==> src/rtl/sap_cpu_pkg.sv <==
// Shared definitions for the single-accumulator CPU: opcodes, FSM states, default widths.
package sap_cpu_pkg;

  localparam int DEF_DATA_W = 8;
  localparam int DEF_ADDR_W = 4;
  localparam int DEF_OPC_W  = 4;

  localparam logic [3:0] OP_NOP = 4'h0;
  localparam logic [3:0] OP_LDA = 4'h1;
  localparam logic [3:0] OP_ADD = 4'h2;
  localparam logic [3:0] OP_SUB = 4'h3;
  localparam logic [3:0] OP_STA = 4'h4;
  localparam logic [3:0] OP_LDI = 4'h5;
  localparam logic [3:0] OP_JMP = 4'h6;
  localparam logic [3:0] OP_JC  = 4'h7;
  localparam logic [3:0] OP_JZ  = 4'h8;
  localparam logic [3:0] OP_OUT = 4'hE;
  localparam logic [3:0] OP_HLT = 4'hF;

  typedef enum logic [2:0] {
    ST_IDLE,
    ST_F1,
    ST_F2,
    ST_E1,
    ST_E2,
    ST_E3,
    ST_HALT
  } state_e;

endpackage

==> src/rtl/sap_cpu_if.sv <==
// Host-facing bundle: program-load/run inputs plus output and status signals.
interface sap_cpu_if #(
  parameter int DATA_W = 8,
  parameter int ADDR_W = 4
);
  logic              prog_we;
  logic [ADDR_W-1:0] prog_addr;
  logic [DATA_W-1:0] prog_data;
  logic              run;
  logic [DATA_W-1:0] out_data;
  logic              out_valid;
  logic              halted;
  logic              busy;
  logic              cf;
  logic              zf;

  modport master (
    output prog_we, prog_addr, prog_data, run,
    input  out_data, out_valid, halted, busy, cf, zf
  );

  modport slave (
    input  prog_we, prog_addr, prog_data, run,
    output out_data, out_valid, halted, busy, cf, zf
  );
endinterface

==> src/rtl/sap_cpu_ram.sv <==
// Program/data RAM: async read, sync write muxed between host and core, sync clear on reset.
module sap_cpu_ram #(
  parameter int DATA_W = 8,
  parameter int ADDR_W = 4
) (
  input  logic              clk,
  input  logic              rst,
  input  logic              host_we_i,
  input  logic [ADDR_W-1:0] host_addr_i,
  input  logic [DATA_W-1:0] host_data_i,
  input  logic              core_we_i,
  input  logic [ADDR_W-1:0] core_addr_i,
  input  logic [DATA_W-1:0] core_data_i,
  input  logic [ADDR_W-1:0] raddr_i,
  output logic [DATA_W-1:0] rdata_o
);
  localparam int DEPTH = 2 ** ADDR_W;

  logic [DATA_W-1:0] mem_q [DEPTH];
  logic              we;
  logic [ADDR_W-1:0] waddr;
  logic [DATA_W-1:0] wdata;

  // Host and core writes are never active together; core wins if they were.
  assign we    = host_we_i | core_we_i;
  assign waddr = core_we_i ? core_addr_i : host_addr_i;
  assign wdata = core_we_i ? core_data_i : host_data_i;

  always_ff @(posedge clk) begin
    if (rst) begin
      for (int i = 0; i < DEPTH; i++) mem_q[i] <= '0;
    end else if (we) begin
      mem_q[waddr] <= wdata;
    end
  end

  assign rdata_o = mem_q[raddr_i];

endmodule

==> src/rtl/sap_cpu_core.sv <==
// Single-accumulator CPU: fetch/execute FSM, PC/MAR/IR/A/B/OUT registers, add/sub ALU, flags.
module sap_cpu_core
  import sap_cpu_pkg::*;
#(
  parameter int DATA_W = DEF_DATA_W,
  parameter int ADDR_W = DEF_ADDR_W,
  parameter int OPC_W  = DEF_OPC_W
) (
  input  logic     clk,
  input  logic     rst,
  sap_cpu_if.slave bus
);
  localparam int IMM_W = DATA_W - OPC_W;

  state_e            state_q, state_d;
  logic [ADDR_W-1:0] pc_q, pc_d, mar_q, mar_d;
  logic [DATA_W-1:0] ir_q, ir_d, a_q, a_d, b_q, b_d, out_q, out_d;
  logic              cf_q, cf_d, zf_q, zf_d, out_valid_q, out_valid_d;
  logic [DATA_W-1:0] ram_rdata;
  logic              host_we, core_we, busy;
  logic [OPC_W-1:0]  opc_ir, opc_f;
  logic [ADDR_W-1:0] operand;
  logic [DATA_W-1:0] imm;
  logic [DATA_W:0]   alu_sum;

  function automatic logic [DATA_W:0] alu_add(input logic [DATA_W-1:0] a,
                                              input logic [DATA_W-1:0] b,
                                              input logic sub);
    logic [DATA_W-1:0] b_eff;
    b_eff = sub ? ~b : b;
    return {1'b0, a} + {1'b0, b_eff} + {{DATA_W{1'b0}}, sub};
  endfunction

  // Opcodes with no execute step, including the unused 0x9-0xD range.
  function automatic logic is_nop(input logic [OPC_W-1:0] opc);
    return (opc == OPC_W'(OP_NOP)) || ((opc >= OPC_W'(4'h9)) && (opc <= OPC_W'(4'hD)));
  endfunction

  assign busy    = (state_q != ST_IDLE) && (state_q != ST_HALT);
  assign host_we = bus.prog_we && !busy;
  assign opc_ir  = ir_q[DATA_W-1 -: OPC_W];
  assign opc_f   = ram_rdata[DATA_W-1 -: OPC_W];
  assign operand = ir_q[ADDR_W-1:0];
  assign imm     = {{OPC_W{1'b0}}, ir_q[IMM_W-1:0]};
  assign alu_sum = alu_add(a_q, b_q, opc_ir == OPC_W'(OP_SUB));

  sap_cpu_ram #(.DATA_W(DATA_W), .ADDR_W(ADDR_W)) u_ram (
    .clk        (clk),
    .rst        (rst),
    .host_we_i  (host_we),
    .host_addr_i(bus.prog_addr),
    .host_data_i(bus.prog_data),
    .core_we_i  (core_we),
    .core_addr_i(mar_q),
    .core_data_i(a_q),
    .raddr_i    (mar_q),
    .rdata_o    (ram_rdata)
  );

  always_comb begin
    state_d     = state_q;
    pc_d        = pc_q;
    mar_d       = mar_q;
    ir_d        = ir_q;
    a_d         = a_q;
    b_d         = b_q;
    out_d       = out_q;
    cf_d        = cf_q;
    zf_d        = zf_q;
    out_valid_d = 1'b0;
    core_we     = 1'b0;
    unique case (state_q)
      ST_IDLE, ST_HALT: begin
        if (bus.run) begin
          pc_d    = '0;
          cf_d    = 1'b0;
          zf_d    = 1'b0;
          state_d = ST_F1;
        end
      end
      ST_F1: begin
        mar_d   = pc_q;
        state_d = ST_F2;
      end
      ST_F2: begin
        ir_d    = ram_rdata;
        pc_d    = pc_q + 1'b1;
        state_d = is_nop(opc_f) ? ST_F1 : ST_E1;
      end
      ST_E1: begin
        state_d = ST_F1;
        case (opc_ir)
          OPC_W'(OP_LDA), OPC_W'(OP_ADD), OPC_W'(OP_SUB), OPC_W'(OP_STA): begin
            mar_d   = operand;
            state_d = ST_E2;
          end
          OPC_W'(OP_LDI): a_d = imm;
          OPC_W'(OP_JMP): pc_d = operand;
          OPC_W'(OP_JC):  if (cf_q) pc_d = operand;
          OPC_W'(OP_JZ):  if (zf_q) pc_d = operand;
          OPC_W'(OP_OUT): begin
            out_d       = a_q;
            out_valid_d = 1'b1;
          end
          OPC_W'(OP_HLT): state_d = ST_HALT;
          default: ;
        endcase
      end
      ST_E2: begin
        state_d = ST_F1;
        case (opc_ir)
          OPC_W'(OP_LDA): a_d = ram_rdata;
          OPC_W'(OP_STA): core_we = 1'b1;
          default: begin
            b_d     = ram_rdata;
            state_d = ST_E3;
          end
        endcase
      end
      ST_E3: begin
        a_d     = alu_sum[DATA_W-1:0];
        cf_d    = alu_sum[DATA_W];
        zf_d    = (alu_sum[DATA_W-1:0] == '0);
        state_d = ST_F1;
      end
      default: state_d = ST_IDLE;
    endcase
  end

  always_ff @(posedge clk) begin
    if (rst) begin
      state_q     <= ST_IDLE;
      pc_q        <= '0;
      mar_q       <= '0;
      ir_q        <= '0;
      a_q         <= '0;
      b_q         <= '0;
      out_q       <= '0;
      cf_q        <= 1'b0;
      zf_q        <= 1'b0;
      out_valid_q <= 1'b0;
    end else begin
      state_q     <= state_d;
      pc_q        <= pc_d;
      mar_q       <= mar_d;
      ir_q        <= ir_d;
      a_q         <= a_d;
      b_q         <= b_d;
      out_q       <= out_d;
      cf_q        <= cf_d;
      zf_q        <= zf_d;
      out_valid_q <= out_valid_d;
    end
  end

  assign bus.out_data  = out_q;
  assign bus.out_valid = out_valid_q;
  assign bus.halted    = (state_q == ST_HALT);
  assign bus.busy      = busy;
  assign bus.cf        = cf_q;
  assign bus.zf        = zf_q;

endmodule

==> src/flat_wrapper.sv <==
// flat-port wrapper written by rule: the top's interface ports become plain ports
module sap_cpu_core_flat import sap_cpu_pkg::*;
#(
  parameter int DATA_W = DEF_DATA_W,
  parameter int ADDR_W = DEF_ADDR_W,
  parameter int OPC_W  = DEF_OPC_W
)
  (clk, rst, bus_prog_we, bus_prog_addr, bus_prog_data, bus_run, bus_out_data, bus_out_valid, bus_halted, bus_busy, bus_cf, bus_zf);
  sap_cpu_if #(.DATA_W(DATA_W), .ADDR_W(ADDR_W)) bus_i ();
  input  logic clk;
  input  logic rst;
  input wire logic [$bits(bus_i.prog_we)-1:0] bus_prog_we;
  input wire logic [$bits(bus_i.prog_addr)-1:0] bus_prog_addr;
  input wire logic [$bits(bus_i.prog_data)-1:0] bus_prog_data;
  input wire logic [$bits(bus_i.run)-1:0] bus_run;
  output wire logic [$bits(bus_i.out_data)-1:0] bus_out_data;
  output wire logic [$bits(bus_i.out_valid)-1:0] bus_out_valid;
  output wire logic [$bits(bus_i.halted)-1:0] bus_halted;
  output wire logic [$bits(bus_i.busy)-1:0] bus_busy;
  output wire logic [$bits(bus_i.cf)-1:0] bus_cf;
  output wire logic [$bits(bus_i.zf)-1:0] bus_zf;
  assign bus_i.prog_we = bus_prog_we;
  assign bus_i.prog_addr = bus_prog_addr;
  assign bus_i.prog_data = bus_prog_data;
  assign bus_i.run = bus_run;
  assign bus_out_data = bus_i.out_data;
  assign bus_out_valid = bus_i.out_valid;
  assign bus_halted = bus_i.halted;
  assign bus_busy = bus_i.busy;
  assign bus_cf = bus_i.cf;
  assign bus_zf = bus_i.zf;
  sap_cpu_core #(.DATA_W(DATA_W), .ADDR_W(ADDR_W), .OPC_W(OPC_W)) u_core (.clk(clk), .rst(rst), .bus(bus_i));
endmodule
==> config.mk <==
export PLATFORM = sky130hd
export DESIGN_NAME = sap_cpu_core_flat
export DESIGN_NICKNAME = d
export VERILOG_FILES = /design/src/rtl/sap_cpu_pkg.sv /design/src/rtl/sap_cpu_if.sv /design/src/rtl/sap_cpu_ram.sv /design/src/rtl/sap_cpu_core.sv /design/src/flat_wrapper.sv
export SDC_FILE = /design/constraint.sdc
export NUM_CORES = 1
export LEC_CHECK = 0
export CAP_MARGIN = 10
export CORE_ASPECT_RATIO = 0.8
export CORE_MARGIN = 2
export CORE_UTILIZATION = 39
export CTS_BUF_LIST = sky130_fd_sc_hd__clkbuf_16
export CTS_CLUSTER_SIZE = 16
export DETAILED_ROUTE_END_ITERATION = 10
export HOLD_SLACK_MARGIN = 0.15
export PLACE_DENSITY = 0.55
export SLEW_MARGIN = 5
export SYNTH_ARGS = -nofsm -noshare
export SYNTH_HDL_FRONTEND = slang
export SYNTH_HIERARCHICAL = 1
export SYNTH_SLANG_ARGS = --single-unit
==> constraint.sdc <==
create_clock -name clk -period 6.35 [get_ports clk]
set_input_delay 0.635 -clock clk [delete_from_list [all_inputs] [get_ports clk]]
set_output_delay 0.635 -clock clk [all_outputs]
set_load 0.02 [all_outputs]
# Word-level counts from Yosys, hierarchy flattened
# Memory sizes are Yosys's and may differ from the RTL's. A register that Yosys moved wholly into a read port is not among the register bits.
# Index checks and enable logic that the tools add are counted.
[classes] magnitude_cmp=2 n_addsub=3 eq_ne=24 reduce_logical=24 mux=34 bitwise_logic=4
[ops] operator="$mux W8" count=5
[ops] operator="$mux W4" count=8
[ops] operator="$pmux W4 S3" count=2
[ops] operator="$pmux W8 S3" count=1
[ops] operator="$pmux W3 S6" count=1
[ops] operator="$eq A4 B3 Y1 const B" count=4
[ops] operator="$eq A4 B4 Y1 const B" count=3
[ops] operator="$mux W1" count=10
[ops] operator="$add A8 B8 Y9" count=1
[ops] operator="$add A9 B1 Y9" count=1
[ops] operator="$eq A3 B3 Y1 const B" count=3
[ops] operator="$reduce_bool A3 Y1" count=3
[ops] operator="$eq A4 B2 Y1 const B" count=2
[ops] operator="$logic_not A8 Y1" count=1
[ops] operator="$ne A2 B2 Y1 const B" count=4
[ops] operator="$not A8 Y8" count=1
[ops] operator="$pmux W4 S2" count=1
[ops] operator="$reduce_and A2 Y1" count=4
[ops] operator="$reduce_or A8 Y1" count=1
[ops] operator="$eq A3 B2 Y1 const B" count=2
[ops] operator="$mux W3" count=2
[ops] operator="$ne A3 B2 Y1 const B" count=2
[ops] operator="$pmux W3 S2" count=1
[ops] operator="$reduce_or A2 Y1" count=3
[ops] operator="20 further kinds" count=25
[word_totals] input_bits=16 reg_bits=46 memories=1 elab_cells=102 out_inout_bits=13 mem_bits_rw=128
[memory_table] name="u_core.u_ram.mem_q" words=16 width=8 rd=1 rd_ports_with_merged_regs=1 write_ports=16 line_no="sap_cpu_ram.sv:19" text="logic [DATA_W-1:0] mem_q [DEPTH];"

# Longest topological paths before layout
[logic_depth] word_depth=10 depth_mapped=11

# Modules after synthesis
# Netlist, hierarchy kept.
[by_module_without_submodules] module="sap_cpu_ram" cells_per_inst=447 seq_area_each_um2=3843.7 area_each_um2=6154.7 n_inst=1
[by_module_without_submodules] module="sap_cpu_core" cells_per_inst=343 seq_area_each_um2=920.9 area_each_um2=2738.9 n_inst=1

# Least setup slack after synthesis
# No wires, ideal clock.
[synth_path] path_type="reg-to-reg" startpoint="register u_core.ir_q[6]" endpoint="register u_core.a_q[6]" path_stages_with_launch=11 arrival_time_ns=2.820 period_less_slack_ns=2.932 t_required_ns=6.238 setup_slack_ns=3.418 path_cell_list="dfxtp_1 > buf_2 > nor4bb_1 > buf_6 > xor2_1 > fa_1 > a211o_1 > a211o_1 > a221oi_1 > mux2i_1 > a2111oi_1"
[synth_via] elab_chain_len=5 elab_cells_between_ends=10 cone_classes="2 x add/sub; 5 x eq/ne; 2 x mux; 1 x reduce/logical"
[synth_lines] item="from (decl)" line_no="sap_cpu_core.sv:17" text="logic [DATA_W-1:0] ir_q, ir_d, a_q, a_d, b_q, b_d, out_q, out_d;"
[synth_lines] item="from (signal assigned)" line_no="sap_cpu_core.sv:146" text="ir_q <= ir_d;"
[synth_lines] item="$eq A4 B2 Y1" line_no="sap_cpu_core.sv:45" text="assign alu_sum = alu_add(a_q, b_q, opc_ir == OPC_W'(OP_SUB));"
[synth_lines] item="$mux W8" line_no="sap_cpu_core.sv:30" text="b_eff = sub ? ~b : b;"
[synth_lines] item="$add A8 B8 Y9" line_no="sap_cpu_core.sv:31" text="return {1'b0, a} + {1'b0, b_eff} + {{DATA_W{1'b0}}, sub};"
[synth_lines] item="$add A9 B1 Y9" line_no="sap_cpu_core.sv:31"
[synth_lines] item="$pmux W8 S3" line_no="sap_cpu_core.sv:72" text="unique case (state_q)"
[synth_lines] item="to (signal assigned)" line_no="sap_cpu_core.sv:136" text="a_q <= '0;"
[synth_lines] item="to (signal assigned)" line_no="sap_cpu_core.sv:147" text="a_q <= a_d;"
[synth_lines] item="to (decl)" line_no="sap_cpu_core.sv:17"
# Parallel ways exist; a longest one is shown, timed or not.
# A chain may end at the register's enable or synchronous reset.

==> summary.txt <==
leak pwr - 3.47 nW
Reg clk slew, reported paths - 70 ps
Clock Tree Buf Depth - 2
Setup violations, final - 0
Syn Std Cell Area - 8890 sq um
HPWL Detailed - 16.1 mm
synthesis warning total - 6
die area - 24000 sq um
Most used DFF post-synth - edfxtp_1
HP Class - register to register
antenna violations before repair - 0
vias in the first global route - 6076
CP max FO - 19
Hold Buf Count CTS - 0
CP endpoint kind - register
total power - 2.47 mW
DR vias/cell - 5.62
Setup CP Type - register to register
ordered cell list for the critical path - nor3b_1, and2_1, and3_1, nor3b_4, o22ai_1, o21bai_1
post-CTS sizing - 0
status - finished clean
RSZ-0062 raised after global routing - false
post-route cell area - 9930 sq um
pre-CTS WS - 2590 ps
total iterations of the first detailed-routing run - 5
Post-DRT Antenna Nets - 0
chip width - 173 um
synthesized netlist net count - 815
DRT iter0 DRCs - 778
worst IR drop on VDD - 0.176 mV
first-pass GRT wire length - 35.8 mm
GRT Overall Usage - 19.5%
Post-Place Cell Area - 9350 sq um
Max-Slew Margin vs Limit - 36.7%
final setup skew - 23.2 ps
drt wl/cell - 20.8 um
core area - 22400 sq um
H-tree depth - 4
flops & latches, synth - 174
Netlist cell types - 65
Final #Nets - 811
final hold vios - 0
layout cell share with drive strength beyond 1 - 12.6%
number of synthesized flops with an enable pin - 128
synth-to-layout area growth - 11.7%
final worst slack - 2520 ps
Worst Tran Pin Value - 947 ps
Top Ports - 29
clk_lat worst skew - 450 ps
CTS tree - built
clock root buffer - clkbuf_16
Layout fillers - 2111
# DRC - 0
initial core utilization - 39.6%
post-route setup TNS - 0 ps
clock sink count - 174
PD cells - 248 nW/um^2
cts bufs inserted - 17
postcts setup bufs - 0
Seq/Total Area, Yosys - 53.6%
largest net degree at the start of global routing - 83
crit path DAT - 3910 ps
CP max stage cell - o21bai_1
n_diodes - 0
Critical Path RT - 6420 ps
Die Y - 139 um
Tcrit/Tclk final - 60.4%
PortBufs - 28
via count - 6209
asr flop ratio synth - 0%
synthesized instance count - 790
Final min period - 3830 ps
global placer's final weighted congestion - 0.792
total of max-cap violations - 0
Slowest Stage Delay on Critical Path - 700 ps
Cell Rows - 49
startpoint types - register
Post-Route WL - 22.9 mm
Avg Cell Area, Syn - 11.3 sq um
Fmax achieved - 261 MHz
Final Max Tran Viols - 0
total grt overflow - 0
==> final timing paths <==
check                                      start                                 endpoint  slack, ps  depth (start not counted)
max               u_core/state_q[2]$_SDFFE_PP0P_  u_core/u_ram/mem_q[12][0]$_SDFFCE_PN0P_       2520                          6
min          u_core/bus.out_data[2]$_SDFFE_PP0P_      u_core/bus.out_data[2]$_SDFFE_PP0P_        460                          2
max reg2reg       u_core/state_q[2]$_SDFFE_PP0P_  u_core/u_ram/mem_q[12][0]$_SDFFCE_PN0P_       2520                          6
min reg2reg  u_core/bus.out_data[2]$_SDFFE_PP0P_      u_core/bus.out_data[2]$_SDFFE_PP0P_        460                          2
==> routing by layer <==
metal	vias to the layer above	part of all wire [%]	track usage, %
li1	2884	-	-
met1	3121	48	28.8
met2	180	46	30.0
met3	24	5.6	3.43
met4	0	0.96	4.91
met5	-	0	0
==> power by group <==
group,internal [mW],switching (mW)
clock network,0.530,0.506
logic,0.0554,0.105
registers,1.25,0.0173
==> cell usage after synthesis (all sizes together) (2+ instances only) <==
cell	count	area share (%)
mux2i	18	2.0
a41oi	2	0.20
o21bai	14	1.2
nor2b	5	0.35
edfxtp	128	43
a22oi	18	1.5
a211o	2	0.20
ha	8	1.1
nand3	6	0.34
nor2	164	6.9
o22ai	18	2.2
o41ai	2	0.28
clkbuf	32	1.4
o211ai	5	0.42
a21oi	32	1.8
inv	5	0.21
and2	6	0.42
nor3	14	0.90
nand2	67	2.8
o21ai	15	0.84
a31oi	3	0.21
nor4bb	2	0.23
nor3b	9	1.3
xnor2	2	0.20
mux4	32	8.1
dfxtp	46	10
nand2b	19	1.3
and3b	7	0.69
or3	2	0.14
buf	26	1.6
a21o	19	1.6
o21a	5	0.42
mux2	5	0.63
and3	4	0.28
a221oi	2	0.20
nand3b	14	1.2
xor2	13	1.3
==> sequential cells by signal, indices dropped and copies added, names as in the netlist <==
signal / flops
u_core/a_q: 8
u_core/b_q: 8
u_core/bus.cf: 1
u_core/bus.out_data: 8
u_core/bus.out_valid: 1
u_core/bus.zf: 1
u_core/ir_q: 8
u_core/mar_q: 4
u_core/pc_q: 4
u_core/state_q: 3
u_core/u_ram/mem_q: 128
==> cell usage in the layout, fill, tap and decap left out, drive strengths merged, types with 9 or more instances in the layout <==
cell type / instances
o21bai: 14
o21ai: 15
nor2: 164
o22ai: 18
nor3b: 9
clkdlybuf4s50: 27
dfxtp: 46
nor3: 14
edfxtp: 128
mux4: 32
clkbuf: 17
xor2: 13
nand2: 67
inv: 17
a21o: 19
a22oi: 18
nand2b: 19
mux2i: 18
a21oi: 32
nand3b: 14
==> stage by stage <==
stage	std cells	hold slack, ps	util [%]
6_report	1105	459	44.3
5_1_grt	1105	478	44.3
4_1_cts	1105	460	44.3
3_5_place_dp	1073	448	41.7
3_3_place_gp	1073	441	41.7
2_1_floorplan	790	450	-
==> cell type report <==
class                           instances  area (sq um)  area share [%]
Tap cell                              306           383            3.85
Multi-Input combinational cell        553          3850            38.8
Inverter                                5          18.8           0.189
Clock inverter                         15           159            1.60
Sequential cell                       174          4770            48.0
Timing Repair Buffer                   35           328            3.30
Clock buffer                           17           425            4.28
==> logic make-up (layout without fill, tap and decap cells) <==
family	count (synthesis)	count (layout)	share of synthesized area [%]
adders and majority gates	9	9	1.35
AOI/OAI and AO/OA	149	149	12.3
xor gates and xnor gates	15	15	1.48
and+or+nand+nor	325	325	17.4
buffers and inverters	63	72	3.15
DFF	174	174	53.6
muxes	55	55	10.8
==> worst max-delay path, delay by kind of cell, from the launching register on <==
kind	cells	cell delay, ps
simple gates	4	1860
compound gates	2	1020
flops	1	570
Power figures use the tool's default switching activity.
